--- src/rtl/sram_async_ctrl.sv ---
// Single-word asynchronous SRAM controller with programmable setup/strobe/hold/turnaround timing.
// Optional post-write verify read is enabled by defining SRAM_WR_READBACK_EN.
module sram_async_ctrl #(
  parameter int unsigned SETUP_CYCLES = 1,
  parameter int unsigned WR_CYCLES    = 3,
  parameter int unsigned HOLD_CYCLES  = 1,
  parameter int unsigned RD_CYCLES    = 3,
  parameter int unsigned TURN_CYCLES  = 1
) (
  input  logic        s_clk,
  input  logic        s_rst,
  input  logic        s_req,
  input  logic        s_wr_req,
  input  logic        s_rd_req,
  input  logic [15:0] s_addr,
  input  logic [15:0] s_wdata,
  output logic [15:0] s_rdata,
  output logic        s_valid,
  output logic        s_busy,
  output logic        s_err,
  input  logic        s_err_clr,
  output logic [15:0] sram_addr,
  output logic [15:0] sram_dq_o,
  input  logic [15:0] sram_dq_i,
  output logic        sram_dq_oe,
  output logic        sram_ce_n,
  output logic        sram_oe_n,
  output logic        sram_we_n,
  output logic        sram_ub_n,
  output logic        sram_lb_n
);

  localparam int unsigned SumCycles =
    SETUP_CYCLES + WR_CYCLES + HOLD_CYCLES + RD_CYCLES + TURN_CYCLES;
  localparam int unsigned CntW = $clog2(SumCycles + 1);

  localparam logic [CntW-1:0] SetupLd = CntW'(SETUP_CYCLES - 1);
  localparam logic [CntW-1:0] WrLd    = CntW'(WR_CYCLES - 1);
  localparam logic [CntW-1:0] HoldLd  = CntW'(HOLD_CYCLES - 1);
  localparam logic [CntW-1:0] RdLd    = CntW'(RD_CYCLES - 1);
  localparam logic [CntW-1:0] TurnLd  = CntW'(TURN_CYCLES - 1);

  typedef enum logic [2:0] {
    StIdle,
    StWrSetup,
    StWrPulse,
    StWrHold,
    StRdStrobe,
    StTurn
  } state_e;

  state_e            state_q, state_d;
  logic [CntW-1:0]   cnt_q, cnt_d;
  logic [15:0]       addr_q, wdata_q, rdata_q;
  logic              valid_q, err_q;
  logic              dq_oe_q, ce_n_q, oe_n_q, we_n_q, bytes_n_q;

  logic              is_idle, any_req, accept, rd_done, err_set;
  logic              verify_rd, verify_go, verify_err;

  assign is_idle = (state_q == StIdle);
  assign any_req = s_wr_req | s_rd_req;
  assign accept  = is_idle & any_req;
  assign rd_done = (state_q == StRdStrobe) && (cnt_q == '0);

`ifdef SRAM_WR_READBACK_EN
  logic verify_pend_q, verify_rd_q;
  assign verify_go  = verify_pend_q;
  assign verify_rd  = verify_rd_q;
  assign verify_err = verify_rd_q & rd_done & (sram_dq_i != wdata_q);
`else
  assign verify_go  = 1'b0;
  assign verify_rd  = 1'b0;
  assign verify_err = 1'b0;
`endif

  // Dual request in idle, or any request while busy, is a protocol error.
  assign err_set = (is_idle & s_wr_req & s_rd_req) | (~is_idle & any_req) | verify_err;

  always_comb begin
    state_d = state_q;
    cnt_d   = (cnt_q != '0) ? cnt_q - CntW'(1) : cnt_q;
    unique case (state_q)
      StIdle: begin
        if (s_wr_req) begin
          state_d = StWrSetup;
          cnt_d   = SetupLd;
        end else if (s_rd_req) begin
          state_d = StRdStrobe;
          cnt_d   = RdLd;
        end
      end
      StWrSetup: begin
        if (cnt_q == '0) begin
          state_d = StWrPulse;
          cnt_d   = WrLd;
        end
      end
      StWrPulse: begin
        if (cnt_q == '0) begin
          state_d = StWrHold;
          cnt_d   = HoldLd;
        end
      end
      StWrHold: begin
        if (cnt_q == '0) begin
          state_d = StTurn;
          cnt_d   = TurnLd;
        end
      end
      StRdStrobe: begin
        if (cnt_q == '0) begin
          state_d = StTurn;
          cnt_d   = TurnLd;
        end
      end
      StTurn: begin
        if (cnt_q == '0) begin
          state_d = verify_go ? StRdStrobe : StIdle;
          cnt_d   = verify_go ? RdLd : '0;
        end
      end
      default: begin
        state_d = StIdle;
        cnt_d   = '0;
      end
    endcase
  end

  // Strobes are registered from the next state so they align with the state they belong to.
  always_ff @(posedge s_clk) begin
    if (s_rst) begin
      state_q   <= StIdle;
      cnt_q     <= '0;
      addr_q    <= '0;
      wdata_q   <= '0;
      rdata_q   <= '0;
      valid_q   <= 1'b0;
      err_q     <= 1'b0;
      dq_oe_q   <= 1'b0;
      ce_n_q    <= 1'b1;
      oe_n_q    <= 1'b1;
      we_n_q    <= 1'b1;
      bytes_n_q <= 1'b1;
`ifdef SRAM_WR_READBACK_EN
      verify_pend_q <= 1'b0;
      verify_rd_q   <= 1'b0;
`endif
    end else begin
      state_q <= state_d;
      cnt_q   <= cnt_d;
      if (accept) begin
        addr_q  <= s_addr;
        wdata_q <= s_wdata;
      end
      valid_q <= rd_done & ~verify_rd;
      if (rd_done && !verify_rd) begin
        rdata_q <= sram_dq_i;
      end
      if (err_set) begin
        err_q <= 1'b1;
      end else if (s_err_clr) begin
        err_q <= 1'b0;
      end
      dq_oe_q   <= (state_d == StWrSetup) || (state_d == StWrPulse) || (state_d == StWrHold);
      ce_n_q    <= ((state_d == StIdle) || (state_d == StTurn)) ? ~s_req : 1'b0;
      oe_n_q    <= (state_d != StRdStrobe);
      we_n_q    <= (state_d != StWrPulse);
      bytes_n_q <= (state_d == StIdle) || (state_d == StTurn);
`ifdef SRAM_WR_READBACK_EN
      if (accept && s_wr_req) begin
        verify_pend_q <= 1'b1;
      end else if ((state_q == StTurn) && (cnt_q == '0) && verify_pend_q) begin
        verify_pend_q <= 1'b0;
      end
      if ((state_q == StTurn) && (cnt_q == '0) && verify_pend_q) begin
        verify_rd_q <= 1'b1;
      end else if (rd_done) begin
        verify_rd_q <= 1'b0;
      end
`endif
    end
  end

  assign s_busy     = ~is_idle | any_req;
  assign s_rdata    = rdata_q;
  assign s_valid    = valid_q;
  assign s_err      = err_q;
  assign sram_addr  = addr_q;
  assign sram_dq_o  = wdata_q;
  assign sram_dq_oe = dq_oe_q;
  assign sram_ce_n  = ce_n_q;
  assign sram_oe_n  = oe_n_q;
  assign sram_we_n  = we_n_q;
  assign sram_ub_n  = bytes_n_q;
  assign sram_lb_n  = bytes_n_q;

endmodule

--- config.mk ---
export PLATFORM = sky130hd
export DESIGN_NAME = sram_async_ctrl
export DESIGN_NICKNAME = d
export VERILOG_FILES = /design/src/rtl/sram_async_ctrl.sv
export SDC_FILE = /design/constraint.sdc
export NUM_CORES = 1
export LEC_CHECK = 0
export CAP_MARGIN = 20
export CORE_ASPECT_RATIO = 1.4
export CORE_MARGIN = 4
export CORE_UTILIZATION = 30
export CTS_CLUSTER_SIZE = 16
export DETAILED_ROUTE_END_ITERATION = 10
export PLACE_DENSITY = 0.65
export SYNTH_ARGS = -nofsm -noshare
export SYNTH_HDL_FRONTEND = slang
export SYNTH_SLANG_ARGS = --single-unit
--- constraint.sdc ---
create_clock -name s_clk -period 5.9 [get_ports s_clk]
set_input_delay 0.59 -clock s_clk [delete_from_list [all_inputs] [get_ports s_clk]]
set_output_delay 0.59 -clock s_clk [all_outputs]
set_load 0.1 [all_outputs]
Word level (Yosys, flattened, before mapping)
Cells that the tools add are included.
Widths: inputs -> output; s select.
{ "totals": {"output_inout_bits": 57, "reg_bits": 62, "latch_bits": 0, "word_cells": 60, "ramBits": 0, "rom_bits": 0, "in_bits": 54, "memories": 0} }
{ "op_classes": {"addsub": 1, "eq_ne": 11, "reduce_logical": 11, "bitwise_logic": 9, "n_shift": 0, "n_div": 0, "n_mux": 16, "n_mul": 0, "n_lt_le_gt_ge": 0} }
{ "op_table": {"columns": ["cell", "count"], "rows": [
  ["$mux 4", 5],
  ["$mux 3", 6],
  ["$pmux 3 s5", 1],
  ["$eq 3x2->1 const B", 4],
  ["$pmux 4 s3", 1],
  ["$eq 3x3->1 const B", 3],
  ["$eq 3x1->1 const B", 2],
  ["$logic_not 3->1", 2],
  ["$and 1x1->1", 4],
  ["$logic_not 4->1", 1],
  ["$reduce_bool 4->1", 1],
  ["$reduce_or 4->1", 1],
  ["$sub 4x1->4 const B", 1],
  ["$logic_or 1x1->1", 3],
  ["$mux 1", 3],
  ["$ne 3x2->1 const B", 1],
  ["$ne 3x3->1 const B", 1],
  ["$or 1x1->1", 3],
  ["$not 1->1", 2],
  ["$reduce_bool 2->1", 1],
  ["$reduce_or 2->1", 1],
  ["$logic_and 1x1->1", 1]
]} }

Longest topological paths before layout
{ "depth": {"depth_word": 6, "ltp_mapped": 9, "mapped_depth_nobuf": 8} }

Worst setup path before layout
Ideal clock, no wire load.
{ "synth_path": {"path_kind": "reg2reg", "from": "register cnt_q[0]", "to": "register bytes_n_q, in the netlist sram_lb_n", "path_buffers": 0, "arrival_ns": 1.921, "path_slack_ns": 3.866, "path_stages_with_launch": 9, "setup_time_ns": 0.113, "required_ns": 5.787, "synth_period_minus_slack_ns": 2.034, "path_cell_list": "dfxtp_1 inv_1 ha_1 nor3b_4 inv_2 nor3_2 or4_1 or3_4 and2_4"} }
{ "synth_via": {"elab_chain_cells": 5, "word_cells_on_any_way": 9, "classes_between": "eq/ne (1); mux (5); reduce/logical (3)"} }
{ "synth_rtl": {"columns": ["element", "line", "rtl"], "rows": [
  ["start, declared", "53", "logic [CntW-1:0] cnt_q, cnt_d;"],
  ["start signal, assigned", "151", "cnt_q <= cnt_d;"],
  ["$logic_not 4->1 (*)", null, null],
  ["$mux 3 (on tied branches)", null, null],
  ["$pmux 3 s5 (*)", "83", "unique case (state_q)"],
  ["$eq 3x3->1 or $logic_not 3->1 (tied branches)", "169", "bytes_n_q <= (state_d == StIdle) || (state_d == StTurn);"],
  ["$logic_or 1x1->1 (*)", "169", null],
  ["end signal, assigned", "169", null],
  ["end, declared", "56", "logic dq_oe_q, ce_n_q, oe_n_q, we_n_q, bytes_n_q;"]
]} }
Mark *: on every way between the ends. The rest lies on a longest branch, timed or not.
A chain may end at the register's enable or synchronous reset.

Final worst setup path
{ "layout_path": {"from": "input port s_wr_req", "to": "output port s_busy"} }
{ "layout_via": {"elab_chain_cells": 2} }
{ "layout_rtl": {"columns": ["element", "line", "rtl"], "rows": [
  ["start, declared", "13", "input logic s_wr_req,"],
  ["$or 1x1->1", "62", "assign any_req = s_wr_req | s_rd_req;"],
  ["$or 1x1->1", "185", "assign s_busy = ~is_idle | any_req;"],
  ["end, declared", "19", "output logic s_busy,"]
]} }
No other way between the ends.

==> results.toml <==
[outcome]
outcome = "finished clean"

[floorplan]
die-area_um2 = 9310
die_w_um = 82.7
die_y_um = 113
core-area_um2 = 7500
num_rows = 37
num_io_pins = 111
initial_utilization_pct = 31.3

[worst_setup_path]
cp_slowest_stage_delay_ns = 1.13
worstSetupEndpointType = "output port"
required_ns = 5.31
critPathKind = "input pin to output port"
path_delay_family = "buffers and inverters"
cpMostUsedCell = "clkdlybuf4s50_1"
worstPathCellList = "clkdlybuf4s50_1 -> nor2_1 -> nand2_1 -> clkdlybuf4s50_1"
worstSetupStartpointType = "input pin"
cp_max_fo = 8
arrival_ns = 2.59
crit_buf_inv = 2
slowest_stage = "clkdlybuf4s50_1"

[sta]
fin_crit_ns = 3.18
fin_skew_ns = 0.00527
rsz0062_at_grt = "false"
setup_slack_ns = 2.72
worst_pin_slew_ns = 1.04
fmax_mhz = 315
hold_viol_final = 0
holdWs_ns = 0.450
setup_viol = 0
drv_slew = 0
fin_setup_tns_ns = 0
relSlewSlack_pct = 30.3
post-route-period-util_pct = 53.8

[route]
drt_iter0_markers = 72
drt_pass1_iterations = 4
viasPerCell = 4.57
drc = 0
vias = 2278
routed_wl_um = 6430
wire_per_inst_um = 12.9
route.antenna.remaining_nets = 0

[global_route]
grt_max_degree = 57
grt_pass1_vias = 2153
grt_pass1_wl_um = 10300
grt_remaining_overflow = 0
grtUsageTotal_pct = 14.5
antenna_found_initial = 0

[yosys]
synth_seq_cells = 62
ys.flop_type = "dfxtp_1"
syn-num-nets = 348
synth_area_um2 = 2340
syn_avg_cell_area_um2 = 8.03
yosys_warnings = 0
ys_types = 34
synth-edff-count = 0
synthArstFlopShare_pct = 0
postSynthCellCount = 292
synth-seq-area-share_pct = 52.9

[place]
gp_congestion = 0.731
dpl.hpwl_um = 4450
place_ws_ns = 2.74
portBuffers = 110

[finish]
regArea_um2 = 1240
diodes = 0
final_nets = 453
drive_above_1_share_pct = 5.74
area_delta_synth_final_pct = 57.4
multiInputGateArea_um2 = 1010
fillCellCount = 759

[clocking]
cts_sinks = 62
clk_pin_slew_ns = 0.06
clockRootBuffer = "clkbuf_8"
cts_resized = 0
clk_latency_ns = 0.33
cts.path.max_buffers = 2
cts_tree = "done"
numCtsBuffers = 9
ctsHoldBuffers = 0
ctsHtreeMaxLevel = 3
cts_setup_buffers = 0

[run]
max_cap_viol_count = 0

[power]
p_per_area_nw_per_um2 = 615
peakVddDrop_mv = 0.262
p_leak_uw = 0.00136
power.total_uw = 2270

[hold_path]
hp-class = "flop to flop"
==> final timing paths <==
| path | start | end | slack (ns) | cells past startpoint |
|---|---|---|---|---|
| worst max-delay path | s_wr_req | s_busy | 2.72 | 4 |
| worst min-delay path | sram_dq_o[15] | sram_dq_o[15] | 0.45 | 2 |
| worst max register to register | cnt_q[0] | sram_lb_n | 3.38 | 8 |
| worst min register to register | sram_dq_o[15] | sram_dq_o[15] | 0.45 | 2 |
==> area by class of cell <==
class	count	share of cell area (%)
clock buffers	14	4.41
clock inverters	1	0.136
inverters	6	0.610
multi-input cells	205	27.3
flip-flops and latches	62	33.6
well taps	97	3.29
repair buffers	113	30.7
==> Yosys cell counts (all sizes together) (3+ instances only) <==
library cell	count	share of area, %
a21oi	54	12
and2	3	0.91
buf	6	1.4
clkbuf	13	2.1
dfxtp	62	53
inv	6	0.96
nand2	100	16
nor2	11	1.8
nor3	7	1.7
nor3b	4	1.8
nor4	3	0.80
or3	4	1.3
==> metrics by stage <==
step | std cells | utilization, % | cell area [um2]
6_report | 498 | 49.2 | 3690
3_3_place_gp | 482 | 46.7 | 3500
2_1_floorplan | 292 | - | 2340
4_1_cts | 497 | 48.9 | 3670
3_5_place_dp | 482 | 46.7 | 3500
5_1_grt | 498 | 49.2 | 3690
==> logic make-up (layout without fill, tap and decap cells) <==
logic type                 after synthesis  count (layout)  synth area share (%)
DFF                                     62              62                  52.9
xor gates and xnor gates                 3               3                  1.12
buffers and inverters                   25             134                  4.43
AOI/OAI and AO/OA                       62              62                  14.0
and+or+nand+nor                        137             137                  26.0
adders and majority gates                2               2                  1.07
muxes                                    1               1                 0.427
==> layout by cell type, fill, tap and decap left out, types with 3 or more instances in the layout <==
master           count
clkdlybuf4s50_1    109
nand2_1            100
dfxtp_1             62
a21oi_1             54
clkbuf_8            11
nor2_1              10
nor3_1               6
inv_1                5
or3_1                3
nor4_1               3
nor3b_1              3
clkbuf_1             3
==> tightest hold or removal path, cell delays in order (launching register included) <==
cell and delay (ns):
dfxtp_1 0.30, nand2_1 0.05, a21oi_1 0.05
==> sequential cells by signal, indices dropped and copies added, names as in the netlist <==
name,cells
s_rdata,16
sram_ce_n,1
sram_addr,16
sram_oe_n,1
sram_dq_o,16
sram_dq_oe,1
s_valid,1
cnt_q,4
s_err,1
sram_we_n,1
sram_lb_n,1
state_q,3
==> routing by layer <==
layer,vias to the layer above,wire [um],global-route usage (%)
met5,-,0,0
met4,0,70,5.89
met3,4,498,6.02
met2,71,3250,25.2
met1,1033,2610,15.1
li1,1170,-,-
==> power by group <==
group | switching [uW] | total, uW | internal, uW
clock | 147 | 320 | 173
sequential | 71.2 | 602 | 531
combinational | 1010 | 1350 | 339
total | 1230 | 2270 | 1040
Power figures use the tool's default switching activity.
